**src/rtl/led_seq_ctrl.sv**
```systemverilog
`default_nettype none
// ============================================================================
// Module   : led_seq_ctrl
// Purpose  : Sequencing controller for a 12-bit LED rotator. Four active-low
//            push buttons are synchronized and debounced. Each press event
//            toggles the direction, cycles the speed, selects the next pattern
//            or toggles run/pause. The controller then emits load/step pulses
//            to an external rotator register.
// Ports    : clk        - sole clock, rising edge
//            rst        - asynchronous active-high reset
//            btn_dir    - direction toggle button (active-low, async)
//            btn_speed  - speed cycle button (active-low, async)
//            btn_mode   - pattern select button (active-low, async)
//            btn_pause  - run/pause button (active-low, async)
//            load       - 1-cycle pulse, rotator takes 'pattern'
//            pattern    - 12-bit pattern selected by the pattern index
//            step       - 1-cycle pulse, rotator shifts one position
//            dir        - 0 = rotate left, 1 = rotate right
//            spd        - current speed index
//            running    - high while the sequencer is running
// Revision : 1.0 - initial release
// ============================================================================
module led_seq_ctrl #(
  parameter int DEBOUNCE_CYCLES = 500000,
  parameter int BASE_PERIOD     = 2097152
) (
  input  logic        clk,
  input  logic        rst,
  input  logic        btn_dir,
  input  logic        btn_speed,
  input  logic        btn_mode,
  input  logic        btn_pause,
  output logic        load,
  output logic [11:0] pattern,
  output logic        step,
  output logic        dir,
  output logic [1:0]  spd,
  output logic        running
);

  localparam int DBW = $clog2(DEBOUNCE_CYCLES + 1);

  typedef enum logic [1:0] {
    ST_LOAD  = 2'd0,
    ST_RUN   = 2'd1,
    ST_PAUSE = 2'd2
  } state_t;

  // Button order: [0]=dir, [1]=speed, [2]=mode, [3]=pause
  logic [3:0] btn_raw;
  logic [3:0] press;

  assign btn_raw = {btn_pause, btn_mode, btn_speed, btn_dir};

  // --------------------------------------------------------------------------
  // Per-button synchronizer + debouncer. The counter only runs while the
  // synchronized sample disagrees with the debounced level; any agreeing
  // sample restarts it. The press event is taken from the debounced
  // next-state so the action lands on the same edge the level falls.
  // --------------------------------------------------------------------------
  for (genvar g = 0; g < 4; g++) begin : g_btn
    logic           sync1_q;
    logic           sync2_q;
    logic           deb_q;
    logic           deb_d;
    logic [DBW-1:0] cnt_q;
    logic [DBW-1:0] cnt_d;

    always_comb begin
      deb_d = deb_q;
      cnt_d = '0;
      if (sync2_q != deb_q) begin
        if (cnt_q == DBW'(DEBOUNCE_CYCLES - 1)) begin
          deb_d = sync2_q;
        end else begin
          cnt_d = cnt_q + DBW'(1);
        end
      end
    end

    always_ff @(posedge clk or posedge rst) begin
      if (rst) begin
        sync1_q <= 1'b1;
        sync2_q <= 1'b1;
        deb_q   <= 1'b1;
        cnt_q   <= '0;
      end else begin
        sync1_q <= btn_raw[g];
        sync2_q <= sync1_q;
        deb_q   <= deb_d;
        cnt_q   <= cnt_d;
      end
    end

    assign press[g] = deb_q & ~deb_d;
  end

  // --------------------------------------------------------------------------
  // Sequencer state
  // --------------------------------------------------------------------------
  state_t      state_q, state_d;
  logic        paused_q, paused_d;
  logic [1:0]  pidx_q, pidx_d;
  logic [1:0]  spd_q, spd_d;
  logic        dir_q, dir_d;
  logic [31:0] tick_q, tick_d;
  logic        load_q, load_d;
  logic        step_q, step_d;
  logic        running_q, running_d;
  logic [31:0] period;
  logic        terminal;

  assign period   = 32'(BASE_PERIOD) << (2'd3 - spd_q);
  assign terminal = (tick_q == period - 32'd1);

  always_comb begin
    state_d   = state_q;
    paused_d  = paused_q;
    pidx_d    = pidx_q;
    spd_d     = spd_q;
    dir_d     = dir_q;
    tick_d    = tick_q;
    load_d    = 1'b0;
    step_d    = 1'b0;

    if (press[0]) dir_d    = ~dir_q;
    if (press[1]) spd_d    = spd_q + 2'd1;
    // The pause flag toggles on every pause press, even when a simultaneous
    // mode press wins the state transition; LOAD then exits into PAUSE.
    if (press[3]) paused_d = ~paused_q;

    case (state_q)
      ST_LOAD: begin
        load_d  = 1'b1;
        state_d = paused_d ? ST_PAUSE : ST_RUN;
      end
      ST_RUN, ST_PAUSE: begin
        if (press[2]) begin
          pidx_d  = pidx_q + 2'd1;
          state_d = ST_LOAD;
        end else if (press[3]) begin
          state_d = paused_d ? ST_PAUSE : ST_RUN;
        end
      end
      default: state_d = ST_LOAD;
    endcase

    // A speed press clears the count and suppresses a coincident step.
    if (press[1]) begin
      tick_d = '0;
    end else if (state_q == ST_LOAD) begin
      tick_d = '0;
    end else if (state_q == ST_RUN) begin
      if (terminal) begin
        tick_d = '0;
        step_d = 1'b1;
      end else begin
        tick_d = tick_q + 32'd1;
      end
    end
  end

  // The load cycle is not reported as running.
  assign running_d = (state_d == ST_RUN) & ~load_d;

  always_ff @(posedge clk or posedge rst) begin
    if (rst) begin
      state_q   <= ST_LOAD;
      paused_q  <= 1'b0;
      pidx_q    <= 2'd0;
      spd_q     <= 2'd0;
      dir_q     <= 1'b0;
      tick_q    <= '0;
      load_q    <= 1'b0;
      step_q    <= 1'b0;
      running_q <= 1'b0;
    end else begin
      state_q   <= state_d;
      paused_q  <= paused_d;
      pidx_q    <= pidx_d;
      spd_q     <= spd_d;
      dir_q     <= dir_d;
      tick_q    <= tick_d;
      load_q    <= load_d;
      step_q    <= step_d;
      running_q <= running_d;
    end
  end

  always_comb begin
    pattern = 12'hCCD;
    case (pidx_q)
      2'd0: pattern = 12'hCCD;
      2'd1: pattern = 12'hFFE;
      2'd2: pattern = 12'hF0F;
      2'd3: pattern = 12'hAAA;
      default: pattern = 12'hCCD;
    endcase
  end

  assign load    = load_q;
  assign step    = step_q;
  assign dir     = dir_q;
  assign spd     = spd_q;
  assign running = running_q;

endmodule
`default_nettype wire
```
**config.mk**
```make
export PLATFORM = sky130hd
export DESIGN_NAME = led_seq_ctrl
export DESIGN_NICKNAME = d
export VERILOG_FILES = /design/src/rtl/led_seq_ctrl.sv
export SDC_FILE = /design/constraint.sdc
export NUM_CORES = 1
export LEC_CHECK = 0
export BUFFER_PORTS_ARGS = -buffer_cell sky130_fd_sc_hd__buf_4
export CAP_MARGIN = 15
export CORE_MARGIN = 4
export CORE_UTILIZATION = 62
export DETAILED_ROUTE_END_ITERATION = 6
export GPL_ROUTABILITY_DRIVEN = 0
export PLACE_DENSITY = 0.8
export SLEW_MARGIN = 20
export SYNTH_ARGS = -nofsm -noshare
export SYNTH_HDL_FRONTEND = slang
export SYNTH_SLANG_ARGS = --single-unit
```
**constraint.sdc**
```tcl
create_clock -name clk -period 5.14 [get_ports clk]
set_input_delay 1.028 -clock clk [delete_from_list [all_inputs] [get_ports clk]]
set_output_delay 1.028 -clock clk [all_outputs]
set_load 0.01 [all_outputs]
```
; ---- Yosys cells after proc, flatten, opt, wreduce, memory -nomap -nowiden
; Cells that the tools add are included.
; Widths: inputs -> output; s select.
[word_totals]
register_bits = 131
inputBits = 6
out_inout_bits = 18
wordCells = 98
[classes]
n_addsub = 9
eq_ne = 15
n_shift = 1
n_mux = 31
bitwise = 12
n_reduce_logical = 5
[ops]
columns = operator, n
row1 = $mux 19, 8
row2 = $mux 32, 4
row3 = $add 19x1->19 const B, 4
row4 = $eq 19x19->1 const B, 4
row5 = $pmux 12 s4, 1
row6 = $add 32x1->32 const B, 1
row7 = $eq 32x32->1, 1
row8 = $shl 22x2->32 const A, 1
row9 = $sub 32x1->32 const B, 1
row10 = $mux 1, 14
row11 = $not 1->1, 7
row12 = $eq 2x1->1 const B, 3
row13 = $eq 2x2->1 const B, 3
row14 = $mux 2, 3
row15 = $and 1x1->1, 5
row16 = $add 2x1->2 const B, 2
row17 = $logic_not 2->1, 2
row18 = $ne 1x1->1, 4
row19 = $pmux 2 s2, 1
row20 = $reduce_bool 3->1, 1
row21 = $reduce_and 2->1, 1
row22 = $reduce_or 2->1, 1
row23 = $sub 2x2->2 const A, 1

; ---- Depth between registers and ports, before layout
; Gate-level depths: netlist of run 1.
[depth]
depth_word = 12
ltp_mapped = 11
ltp_nobuf = 9

; ---- Least setup slack after synthesis of run 1
; OpenSTA, ideal clock, no wires.
[synth_timing]
path_kind = register to register
from = reg spd_q[0], in the netlist spd[0]
to = reg tick_q[15]
setup_ps = 130
t_arrival_ps = 2254
required_ps = 5010
path_slack_ps = 2756
path_stages_with_launch = 12
n_path_buf = 2
period_less_slack_ps = 2384
cell_sequence = dfrtp_1 -> inv_1 -> ha_1 -> inv_1 -> ha_1 -> xnor2_1 -> nor4_1 -> nor4b_2 -> a21o_1 -> buf_2 -> buf_2 -> a21oi_1
[synth_via]
elab_chain_len = 8
[synth_rtl]
columns = item, line
row1 = from (decl), 104  ; logic [1:0] spd_q, spd_d;
row2 = from (signal assigned), 181  ; spd_q <= spd_d;
row3 = $sub 2x2->2, 113  ; assign period = 32'(BASE_PERIOD) << (2'd3 - spd_q);
row4 = $shl 22x2->32, 113
row5 = $sub 32x1->32, 114  ; assign terminal = (tick_q == period - 32'd1);
row6 = $eq 32x32->1, 114
row7 = $mux 32, 154  ; if (terminal) begin
row8 = $mux 32, 153  ; end else if (state_q == ST_RUN) begin
row9 = $mux 32, 151  ; end else if (state_q == ST_LOAD) begin
row10 = $mux 32, 149  ; if (press[1]) begin
row11 = to (signal assigned), 183  ; tick_q <= tick_d;
row12 = to (decl), 106  ; logic [31:0] tick_q, tick_d;
; No other way between the ends. The select of a mux whose other input is x is not followed.
; A chain may end at the register's enable or synchronous reset.

; ---- Worst setup path in the final report of run 1
[layout_timing]
from = reg spd_q[0], in the netlist spd[0]
to = reg tick_q[19]
; Same word-level chain as after synthesis.

==> metrics.cfg, run 1 <==
[outcome]
status = finished clean

[placement]
dp_hpwl_mm = 9.03
post-place-ws_ns = 2.11
place.port_buffers = 21
postPlaceCellArea_sq_mm = 0.00706
dp.cells = 848

[clock_network]
postCtsSetupRepairBufs = 0
clk_latency_ns = 0.53
h-tree-depth = 4
numCtsBuffers = 17
clk_pin_slew_ns = 0.06
cts_root_buf = clkbuf_8
clock_sinks = 131
cts_buffer_depth = 2
postCtsHoldBufs = 0
cts_resized = 0
cts_tree = done

[worst_setup_path]
crit_fanout = 26
r2r-end = tick_q[19]
critPathLaunch = spd[0]
path_class = flip-flop to flip-flop
arrival_ns = 3.42
start_kind = flip-flop
worstReg2RegStart = spd[0]
ff2ff_setup_slack_ns = 2.08
crit_path_end = tick_q[19]
required_ns = 5.50
end_kind = flip-flop
reg2reg_depth = 9

[synthesis]
synthArstFlopShare_pct = 100
ys_ff_latch = 131
synthCells = 709
synth_edf_count = 0
yosysWarnings = 0
ys_types = 54
syn_avg_cell_area_sq_um = 9.62
ys_seq_area_share_pct = 48.3
syn_area_sq_mm = 0.00682
synth_ff_type = dfrtp_1

[pwr]
power.leakage_nw = 3.17
peakVddDrop_mv = 0.260
power_density_mw_per_mm2 = 294

[timing]
rsz0062_at_grt = false
setup_viol = 0
fin_setup_tns_ns = 0
layout_min_cycle_time_ns = 3.06
worst_pin_slew_ns = 0.941
hold_viol = 0
fmax_mhz = 327
maxSlewHeadroom_pct = 36.7
finClkSkew_ns = 0.0104
setup_ws_ns = 2.08
period_share_pct = 59.5
drv_slew = 0

[detailed_routing]
ant_nets = 0
vias = 5303
drtIter0Drc = 399
via_per_inst = 6.03
wl_per_cell_microns = 15.5
wl_mm = 13.7
route.detailed.drc = 0
drtPass1Iterations = 4

[grt]
antenna_found_initial = 0
grt_overflow = 0
grt_pass1_wl_mm = 24.4
grt_usage_pct = 23.3
grt_pass1_vias = 5326
grt_max_degree = 71

[cells_and_area]
drive_gt1_share_pct = 11.8
stdcell_area_sq_mm = 0.00763
stdcell_count = 880
fillCellCount = 766
antennaDiodeCount = 0
final_cell_mix = dfrtp_1 (119), nor2_1 (108), nand2_1 (42), xnor2_1 (42), nand4_1 (41)
final_common_cell = dfrtp_1
final_net_count = 754
synthToLayoutAreaGrowth_pct = 11.9
final_core_util_pct = 70.7

[die]
fp.dieW_microns = 113
dieArea_sq_mm = 0.0127
start_util_pct = 63.2
die_h_microns = 113
core_area_sq_mm = 0.0108
num_rows = 38
ios = 24

[hold_path]
hold_path.class = flip-flop to flip-flop

[run]
maxCapViolCount = 0

how the worst min path moves through the flow:
stage	from	end	cells after the start
global route	g_btn[2].sync1_q	g_btn[2].sync2_q	0
floorplan	g_btn[0].sync1_q	g_btn[0].sync2_q	0
global placement	g_btn[2].sync1_q	g_btn[2].sync2_q	0
CTS	g_btn[3].sync1_q	g_btn[3].sync2_q	0
detailed placement	g_btn[3].sync1_q	g_btn[3].sync2_q	0
finish	g_btn[3].sync1_q	g_btn[3].sync2_q	0
flip-flops by register name (all words and copies together) (netlist names), 2 cells and up:
register and count:
tick_q 32, pidx_q 2, g_btn.deb_q 4, spd 2
g_btn.cnt_q 76, state_q 2, g_btn.sync1_q 4, g_btn.sync2_q 4
logic make-up (layout without fill, tap and decap cells):
family,after synthesis,in the layout,synth area share [%]
AOI/OAI and AO/OA,72,72,6.17
xor gates and xnor gates,81,81,10.4
adders and majority gates,21,21,3.85
buffers and inverters,52,82,3.16
DFF,131,131,48.3
muxes,9,9,1.43
other,1,2,0.0550
and+or+nand+nor,342,342,26.6
power breakdown:
part | internal (mW) | total, mW | switching [mW]
logic | 0.0126 | 0.0493 | 0.0367
clock network | 0.681 | 1.14 | 0.454
registers | 1.05 | 1.06 | 0.0100
total | 1.74 | 2.24 | 0.501
metrics by stage:
stage	power, mW	hold slack (ns)
after floorplan	1.11	0.345
after global placement	1.12	0.346
after detailed placement	1.12	0.348
after CTS	2.26	0.357
after global routing	2.33	0.362
final	2.24	0.356
critical path, cell delays in order (launching register included):
cell and delay, ns:
dfrtp_1 0.43, inv_1 0.13, ha_1 0.16, inv_1 0.05
ha_1 0.29, xnor2_1 0.14, nor4_1 0.36, nor4b_2 0.41
a21o_1 0.78, a21oi_1 0.12
Yosys cell counts, drive strengths merged (5+ instances only):
cell type / instances / area (sq um)
o21ai: 19 / 95.1
or3: 22 / 138
and3: 12 / 75.1
inv: 26 / 97.6
nor4: 11 / 68.8
dfstp: 12 / 315
nor4b: 5 / 50.0
or4: 15 / 116
and4: 8 / 70.1
nand4: 41 / 257
nor3: 14 / 70.1
nor2: 108 / 405
mux2: 6 / 67.6
buf: 10 / 57.6
clkbuf: 16 / 60.1
a21oi: 31 / 155
xor2: 39 / 342
xnor2: 42 / 368
nand4b: 6 / 52.6
o31ai: 10 / 75.1
nand2: 42 / 158
or2: 7 / 43.8
ha: 21 / 263
nand3: 34 / 183
dfrtp: 119 / 2980
layout make-up:
cell class                      count  area [sq um]  area share [%]
Timing Repair Buffer               24           180            2.36
Sequential cell                   131          3290            43.2
Clock buffer                       21           459            6.02
Inverter                           26           100            1.31
Multi-Input combinational cell    527          3310            43.4
Tap cell                          140           175            2.30
Clock inverter                     11           105            1.38
layer usage:
layer	global-route usage (%)	share of wire, %	vias up
met4	8.01	1.1	0
met3	5.83	4.5	16
met2	38.8	51	126
met1	30.0	44	2618
met5	0	0	-
li1	-	-	2543
Note: power is estimated with default switching activity, not from simulation.
==> inputs of run 2 (changes only) <==
--- a/config.mk
+++ b/config.mk
@@ -5,13 +5,14 @@
 export SDC_FILE = /design/constraint.sdc
 export NUM_CORES = 1
 export LEC_CHECK = 0
+export ABC_AREA = 1
 export BUFFER_PORTS_ARGS = -buffer_cell sky130_fd_sc_hd__buf_4
 export CAP_MARGIN = 15
 export CORE_MARGIN = 4
-export CORE_UTILIZATION = 62
+export CORE_UTILIZATION = 57
 export DETAILED_ROUTE_END_ITERATION = 6
 export GPL_ROUTABILITY_DRIVEN = 0
-export PLACE_DENSITY = 0.8
+export PLACE_DENSITY = 0.77
 export SLEW_MARGIN = 20
 export SYNTH_ARGS = -nofsm -noshare
 export SYNTH_HDL_FRONTEND = slang
==> constraint.sdc (replaced) <==
create_clock -name clk -period 2.8 [get_ports clk]
set_input_delay 0.56 -clock clk [delete_from_list [all_inputs] [get_ports clk]]
set_output_delay 0.56 -clock clk [all_outputs]
set_load 0.01 [all_outputs]
==> run 2 against run 1 <==
Against the previous run:
- die area grew 25%
- cell count grew 50%
- wire length grew 27%
- sequential cell count is the same
- critical path type unchanged
==> metrics.cfg, run 2 <==
[cells_and_area]
largest_register_ffs = 76  ; unchanged
top_register = g_btn.cnt_q  ; unchanged
fillCellCount = 1170  ; was 766
stdcell_count = 1323  ; was 880
final_net_count = 1161  ; was 754
seq_area_sq_mm = 0.00329  ; unchanged
antennaDiodeCount = 0  ; unchanged
multi_input_area_sq_mm = 0.00410  ; was 0.00331 sq mm
reg_top3 = g_btn.cnt_q: 76 flops, tick_q: 32 flops  ; unchanged
final_cell_mix = nand2_1 (279), nor2_1 (217), inv_1 (126)  ; was dfrtp_1 (119), nor2_1 (108), nand2_1 (42), xnor2_1 (42), nand4_1 (41)
drive_gt1_share_pct = 10.6  ; was 11.8%
synthToLayoutAreaGrowth_pct = 11.6  ; was 11.9%
stdcell_area_sq_mm = 0.00891  ; was 0.00763 sq mm
final_common_cell = nand2_1  ; was dfrtp_1
final_core_util_pct = 66.0  ; was 70.7%

[synthesis]
synth_edf_count = 0  ; unchanged
synthCells = 1104  ; was 709
synth_ff_type = dfrtp_1  ; unchanged
synth_mux_area_share_pct = 0  ; was 1.43%
ys_seq_area_share_pct = 41.2  ; was 48.3%
synth_fa_ha_area_share_pct = 3.29  ; was 3.85%
yosys.area_share.simple_pct = 39.8  ; was 26.6%
synth_top_area_cell = dfrtp_1  ; unchanged
yosysMostFrequentCell = nand2_1  ; was dfrtp_1
ys_top_cells_by_area = dfrtp_1 (37%), nand2_1 (13%), nor2_1 (10%)  ; was dfrtp_1 (44%), nor2_1 (5.9%), xnor2_1 (5.4%)
synth_top_family_by_area = simple AND/OR/NAND/NOR gates  ; unchanged
ys_types = 43  ; was 54
synth_common_cells = nand2_1 (279), nor2_1 (217), inv_1 (127)  ; was dfrtp_1 (119), nor2_1 (108), nand2_1 (42), xnor2_1 (42), nand4_1 (41)
yosysWarnings = 0  ; unchanged
synth_xor_area_share_pct = 4.39  ; was 10.4%
synthArstFlopShare_pct = 100  ; unchanged
synth_compound_area_share_pct = 3.66  ; was 6.17%
syn_area_sq_mm = 0.00799  ; was 0.00682 sq mm
syn_avg_cell_area_sq_um = 7.24  ; was 9.62 sq um
yosysTopAreaCellShare_pct = 37.3  ; was 43.7%
ys_ff_latch = 131  ; unchanged

[grt]
antenna_found_initial = 0  ; unchanged
grt_pass1_vias = 6660  ; was 5,326
grt_overflow = 0  ; unchanged
grt_max_degree = 48  ; was 71
grt_usage_pct = 22.8  ; was 23.3%
grt_pass1_wl_mm = 30.2  ; was 24.4 mm

[clock_network]
numCtsBuffers = 17  ; unchanged
clk_latency_ns = 0.43  ; was 0.53 ns
h-tree-depth = 4  ; unchanged
clk_pin_slew_ns = 0.06  ; about the same
postCtsHoldBufs = 0  ; unchanged
cts_resized = 0  ; unchanged
cts_root_buf = clkbuf_16  ; was clkbuf_8
cts_tree = done  ; unchanged
cts_buffer_depth = 2  ; unchanged
clock_sinks = 131  ; unchanged
postCtsSetupRepairBufs = 0  ; unchanged

[worst_setup_path]
crit_path_max_incr_delay_ns = 0.39  ; was 0.78 ns
arrival_ns = 2.56  ; was 3.42 ns
worstReg2RegStart = spd[0]  ; unchanged
end_kind = flip-flop  ; unchanged
r2r-end = tick_q[17]  ; was tick_q[19]
crit_fanout = 11  ; was 26
ff2ff_setup_slack_ns = 0.56  ; was 2.08 ns
start_kind = flip-flop  ; unchanged
path_class = flip-flop to flip-flop  ; unchanged
critPathLaunch = spd[0]  ; unchanged
required_ns = 3.12  ; was 5.50 ns
worstPathCellList = inv_1 -> ha_1 -> ha_1 -> nand2_1 -> inv_1 -> nor2_1 -> nand2_1 -> nor2_1 -> nand4_2 -> nand2_2 -> nand2_2 -> inv_1 -> nor2_1  ; was inv_1 -> ha_1 -> inv_1 -> ha_1 -> xnor2_1 -> nor4_1 -> nor4b_2 -> a21o_1 -> a21oi_1
reg2reg_depth = 13  ; was 9
cp_slowest_cell = dfrtp_1  ; was a21o_1

[detailed_routing]
wl_mm = 17.4  ; was 13.7 mm
via_per_inst = 5.35  ; was 6.03
drtIter0Drc = 646  ; was 399
route.detailed.drc = 0  ; unchanged
wl_per_cell_microns = 13.2  ; was 15.5 microns
ant_nets = 0  ; unchanged
vias = 7080  ; was 5,303
drtPass1Iterations = 5  ; was 4

[timing]
fmax_mhz = 446  ; was 327 MHz
worst_pin_slew_ns = 0.691  ; was 0.941 ns
rsz0062_at_grt = false  ; unchanged
period_share_pct = 80.1  ; was 59.5%
fin_setup_tns_ns = 0  ; unchanged
drv_slew = 0  ; unchanged
layout_min_cycle_time_ns = 2.24  ; was 3.06 ns
maxSlewHeadroom_pct = 53.8  ; was 36.7%
finClkSkew_ns = 0.00739  ; was 0.0104 ns
hold_viol = 0  ; unchanged
setup_viol = 0  ; unchanged

[outcome]
status = finished clean  ; unchanged

[pwr]
peakVddDrop_mv = 0.497  ; was 0.260 mV
power.leakage_nw = 4.00  ; was 3.17 nW
power_density_mw_per_mm2 = 474  ; was 294 mW/mm^2

[die]
ios = 24  ; unchanged
num_rows = 42  ; was 38
die_h_microns = 126  ; was 113 microns
dieArea_sq_mm = 0.0160  ; was 0.0127 sq mm
fp.dieW_microns = 126  ; was 113 microns
start_util_pct = 59.2  ; was 63.2%
core_area_sq_mm = 0.0135  ; was 0.0108 sq mm

[placement]
postPlaceCellArea_sq_mm = 0.00834  ; was 0.00706 sq mm
dp_hpwl_mm = 12.6  ; was 9.03 mm
dp.cells = 1291  ; was 848
place.port_buffers = 21  ; unchanged

[hold_path]
hold_path.class = input pin to asynchronous set/reset pin  ; was flip-flop to flip-flop

[run]
maxCapViolCount = 0  ; unchanged

==> run 2: changes by cell type in the layout (fill, tap and decap cells not counted), moves of 9 or more <==
| cell | previous run | this run |
|---|---|---|
| xor2_1 | 39 | 30 |
| o21ai_0 | 19 | 10 |
| or3_1 | 22 | 0 |
| nor2_1 | 108 | 217 |
| o31ai_1 | 10 | 0 |
| nand2_1 | 42 | 279 |
| xnor2_1 | 42 | 10 |
| nor2_2 | 0 | 10 |
| nor3_1 | 14 | 30 |
| nand3_1 | 33 | 82 |
| and3_1 | 12 | 0 |
| or4_1 | 14 | 0 |
| inv_1 | 24 | 126 |
==> run 2: report_power, final <==
group	internal [mW]	total, mW	switching, mW
logic	0.0310	0.111	0.0797
registers	1.92	1.94	0.0182
clock network	1.35	2.17	0.825
==> run 2: layer usage <==
metal / wire length [microns] / track usage (%) / part of all wire (%)
met1: 7940 / 30.3 / 46
met5: 0 / 0 / 0
met4: 367 / 8.45 / 2.1
met2: 8040 / 36.6 / 46
met3: 1060 / 5.38 / 6.1
==> run 2: cells by family (layout without fill, tap and decap cells) <==
logic type	Yosys count	count (layout)
xor+xnor	40	40
other cells	1	2
buf+inv	149	191
flops	131	131
simple gates	711	711
compound gates	51	51
fa+ha+maj	21	21
==> run 2: through the flow <==
| stage | hold WS, ns | worst slack [ns] | power (mW) |
|---|---|---|---|
| global route | 0.222 | 0.304 | 4.37 |
| finish | 0.217 | 0.558 | 4.22 |
| floorplan | 0.345 | 0.627 | 2.04 |
| detailed placement | 0.348 | 0.576 | 2.08 |
| CTS | 0.222 | 0.558 | 4.26 |
| global placement | 0.346 | 0.686 | 2.08 |
==> run 2: area by class of cell <==
type	count	area share, %
Multi-Input combinational cell	825	45.9
Sequential cell	131	36.9
Inverter	131	5.56
Clock buffer	22	5.21
Timing Repair Buffer	28	2.64
Tap cell	176	2.47
Clock inverter	10	1.25
==> run 2: critical path: cells and delay by family, from the launching register on <==
family,cells,cell delay [ns]
fa+ha+maj,2,0.57
buf+inv,3,0.33
flops,1,0.39
simple gates,8,0.85
==> run 2: how the worst max path moves through the flow <==
stage,end,slack (ns),cells past startpoint
finish,tick_q[17],0.56,13
global route,tick_q[17],0.30,14
CTS,tick_q[17],0.56,13
detailed placement,tick_q[17],0.58,13
global placement,tick_q[13],0.69,14
floorplan,dir,0.63,1
==> inputs of run 3 (changes only) <==
--- a/config.mk
+++ b/config.mk
@@ -5,14 +5,14 @@
 export SDC_FILE = /design/constraint.sdc
 export NUM_CORES = 1
 export LEC_CHECK = 0
-export ABC_AREA = 1
+export ABC_AREA = 0
 export BUFFER_PORTS_ARGS = -buffer_cell sky130_fd_sc_hd__buf_4
 export CAP_MARGIN = 15
 export CORE_MARGIN = 4
-export CORE_UTILIZATION = 57
+export CORE_UTILIZATION = 56
 export DETAILED_ROUTE_END_ITERATION = 6
 export GPL_ROUTABILITY_DRIVEN = 0
-export PLACE_DENSITY = 0.77
+export PLACE_DENSITY = 0.76
 export SLEW_MARGIN = 20
 export SYNTH_ARGS = -nofsm -noshare
 export SYNTH_HDL_FRONTEND = slang
==> constraint.sdc (replaced) <==
create_clock -name clk -period 2 [get_ports clk]
set_input_delay 0.4 -clock clk [delete_from_list [all_inputs] [get_ports clk]]
set_output_delay 0.4 -clock clk [all_outputs]
set_load 0.01 [all_outputs]
==> run 3 against run 2 <==
Against the previous run:
- the run now ends with setup timing left
- cell area is 0.74% lower
- combinational power is 49% higher
- critical path type unchanged
- global-route usage is 1.1 points higher
- sequential cell count stayed put
- sequential power is 40% higher
- clock power is 60% higher
- clock-buffer cell count is 2 lower
==> metrics.cfg, run 3 (synthesized netlist as in run 1, its figures left out) <==
[outcome]
status = finished with violations  ; was finished clean
violations = setup timing

[detailed_routing]
via_per_inst = 5.82  ; was 5.35
ant_nets = 0  ; unchanged
route.detailed.drc = 0  ; unchanged
vias = 5765  ; was 7,080
drtIter0Drc = 533  ; was 646
wl_mm = 16.5  ; was 17.4 mm
wl_per_cell_microns = 16.7  ; was 13.2 microns
drtPass1Iterations = 5  ; unchanged

[clock_network]
postCtsHoldBufs = 0  ; unchanged
clk_latency_ns = 0.42  ; was 0.43 ns
cts_tree = done  ; unchanged
h-tree-depth = 4  ; unchanged
cts_buffer_depth = 2  ; unchanged
cts_root_buf = clkbuf_16  ; unchanged
clk_pin_slew_ns = 0.06  ; about the same
numCtsBuffers = 17  ; unchanged
clock_sinks = 131  ; unchanged

[cells_and_area]
top_register = g_btn.cnt_q  ; unchanged
final_common_cell = buf_4  ; was nand2_1
reg_top3 = g_btn.cnt_q: 76 flops, tick_q: 32 flops  ; unchanged
largest_register_ffs = 76  ; unchanged
antennaDiodeCount = 0  ; unchanged
drive_gt1_share_pct = 28.2  ; was 10.6%
final_cell_mix = buf_4 (117), dfrtp_1 (115), nor2_1 (107)  ; was nand2_1 (279), nor2_1 (217), inv_1 (126)
synthToLayoutAreaGrowth_pct = 29.8  ; was 11.6%
final_net_count = 857  ; was 1,161
fillCellCount = 814  ; was 1,170
stdcell_count = 990  ; was 1,323
multi_input_area_sq_mm = 0.00357  ; was 0.00410 sq mm
seq_area_sq_mm = 0.00330  ; was 0.00329 sq mm

[grt]
grt_pass1_wl_mm = 27.7  ; was 30.2 mm
grt_overflow = 0  ; unchanged
grt_usage_pct = 24.0  ; was 22.8%
antenna_found_initial = 0  ; unchanged
grt_pass1_vias = 5855  ; was 6,660
grt_max_degree = 132  ; was 48

[die]
dieArea_sq_mm = 0.0140  ; was 0.0160 sq mm
ios = 24  ; unchanged
die_h_microns = 118  ; was 126 microns
core_area_sq_mm = 0.0120  ; was 0.0135 sq mm
fp.dieW_microns = 118  ; was 126 microns
start_util_pct = 57.0  ; was 59.2%
num_rows = 40  ; was 42

[worst_setup_path]
arrival_ns = 2.61  ; was 2.56 ns
path_class = flip-flop to flip-flop  ; unchanged
ff2ff_setup_slack_ns = -0.32  ; was 0.56 ns
crit_fanout = 6  ; was 11
start_kind = flip-flop  ; unchanged
required_ns = 2.29  ; was 3.12 ns
end_kind = flip-flop  ; unchanged

[timing]
period_share_pct = 116  ; was 80.1%
layout_min_cycle_time_ns = 2.32  ; was 2.24 ns
worst_pin_slew_ns = 0.684  ; was 0.691 ns
hold_viol = 0  ; unchanged
maxSlewHeadroom_pct = 54.1  ; was 53.8%
fmax_mhz = 431  ; was 446 MHz
setup_viol = 29  ; was 0
setup_ws_ns = -0.323  ; was 0.558 ns
rsz0062_at_grt = true  ; was false
fin_setup_tns_ns = -8.18  ; was 0 ns
finClkSkew_ns = 0.00811  ; was 0.00739 ns
drv_slew = 0  ; unchanged

[run]
maxCapViolCount = 0  ; unchanged

[hold_path]
hold_path.class = input pin to flip-flop  ; was input pin to asynchronous set/reset pin

[placement]
place.port_buffers = 21  ; unchanged
dp_hpwl_mm = 10.8  ; was 12.6 mm
dp.cells = 945  ; was 1,291

[pwr]
power.leakage_nw = 3.83  ; was 4.00 nW
peakVddDrop_mv = 0.496  ; was 0.497 mV
power_density_mw_per_mm2 = 718  ; was 474 mW/mm^2

run 3: cell count changes in the layout (fill, tap and decap cells not counted), moves of 9 or more:
cell     change
nand2_1    -239
nor2_1     -110
inv_1      -108
buf_4       +91
nand3_1     -49
xnor2_1     +31
or3_1       +22
nor3_1      -18
and3_1      +12
or4_1       +12
nor2_2      -10
o31ai_1     +10
ha_1         -9
xor2_1       +9
run 3: final timing paths:
kind                                    end        startpoint  depth (start not counted)
max in group asynchronous         tick_q[6]               rst                          3
setup / recovery                 tick_q[17]            spd[0]                         11
hold reg to reg            g_btn[0].sync2_q  g_btn[0].sync1_q                          0
hold / removal             g_btn[2].sync1_q          btn_mode                          1
setup reg to reg                 tick_q[17]            spd[0]                         11
min in group asynchronous               dir               rst                          3
run 3: final cells by class:
cell class,count,area share [%]
flip-flops and latches,131,37.3
clock buffers,20,5.27
repair buffers,127,11.6
inverters,26,1.20
clock inverters,12,2.28
well taps,147,2.08
multi-input cells,527,40.3
run 3: stage by stage:
step / hold slack (ns) / power (mW) / area, sq um / setup WS (ns) / utilization, %
after global routing: 0.0678 / 6.58 / 8850 / -0.449 / 74.0
final: 0.0823 / 6.35 / 8850 / -0.323 / 74.0
after CTS: 0.0642 / 6.40 / 8620 / -0.218 / 72.1
after floorplan: 0.345 / 2.85 / 6910 / -0.185 / -
after detailed placement: 0.348 / 2.92 / 7860 / -0.298 / 65.7
after global placement: 0.346 / 2.91 / 7860 / -0.221 / 65.7
run 3: power by group:
group / internal (mW) / switching (mW)
registers: 2.69 / 0.0205
clock network: 2.31 / 1.17
logic: 0.0571 / 0.108
run 3: per-layer routing:
| layer | vias to the layer above | global-route usage [%] | wire length, microns |
|---|---|---|---|
| met1 | 2874 | 30.8 | 7050 |
| met5 | - | 0 | 0 |
| li1 | 2739 | - | - |
| met2 | 124 | 40.8 | 8560 |
| met4 | 0 | 8.13 | 330 |
| met3 | 28 | 4.64 | 587 |
run 3: critical path, cell delays in order, from the launching register on:
cell	delay, ns
dfrtp_2	0.44
inv_4	0.10
ha_4	0.14
inv_2	0.04
ha_4	0.21
xnor2_2	0.13
nor4_2	0.32
nor4b_4	0.31
a21o_1	0.19
buf_6	0.12
buf_6	0.14
a21oi_2	0.04
run 3: what timing repair did:
item,4_1_cts,5_1_grt
setup endpoints to repair,51,64
gates cloned,0,1
pin swaps,4,6
hold endpoints to repair,0,0
setup buffers,5,9
resized for setup,16,39
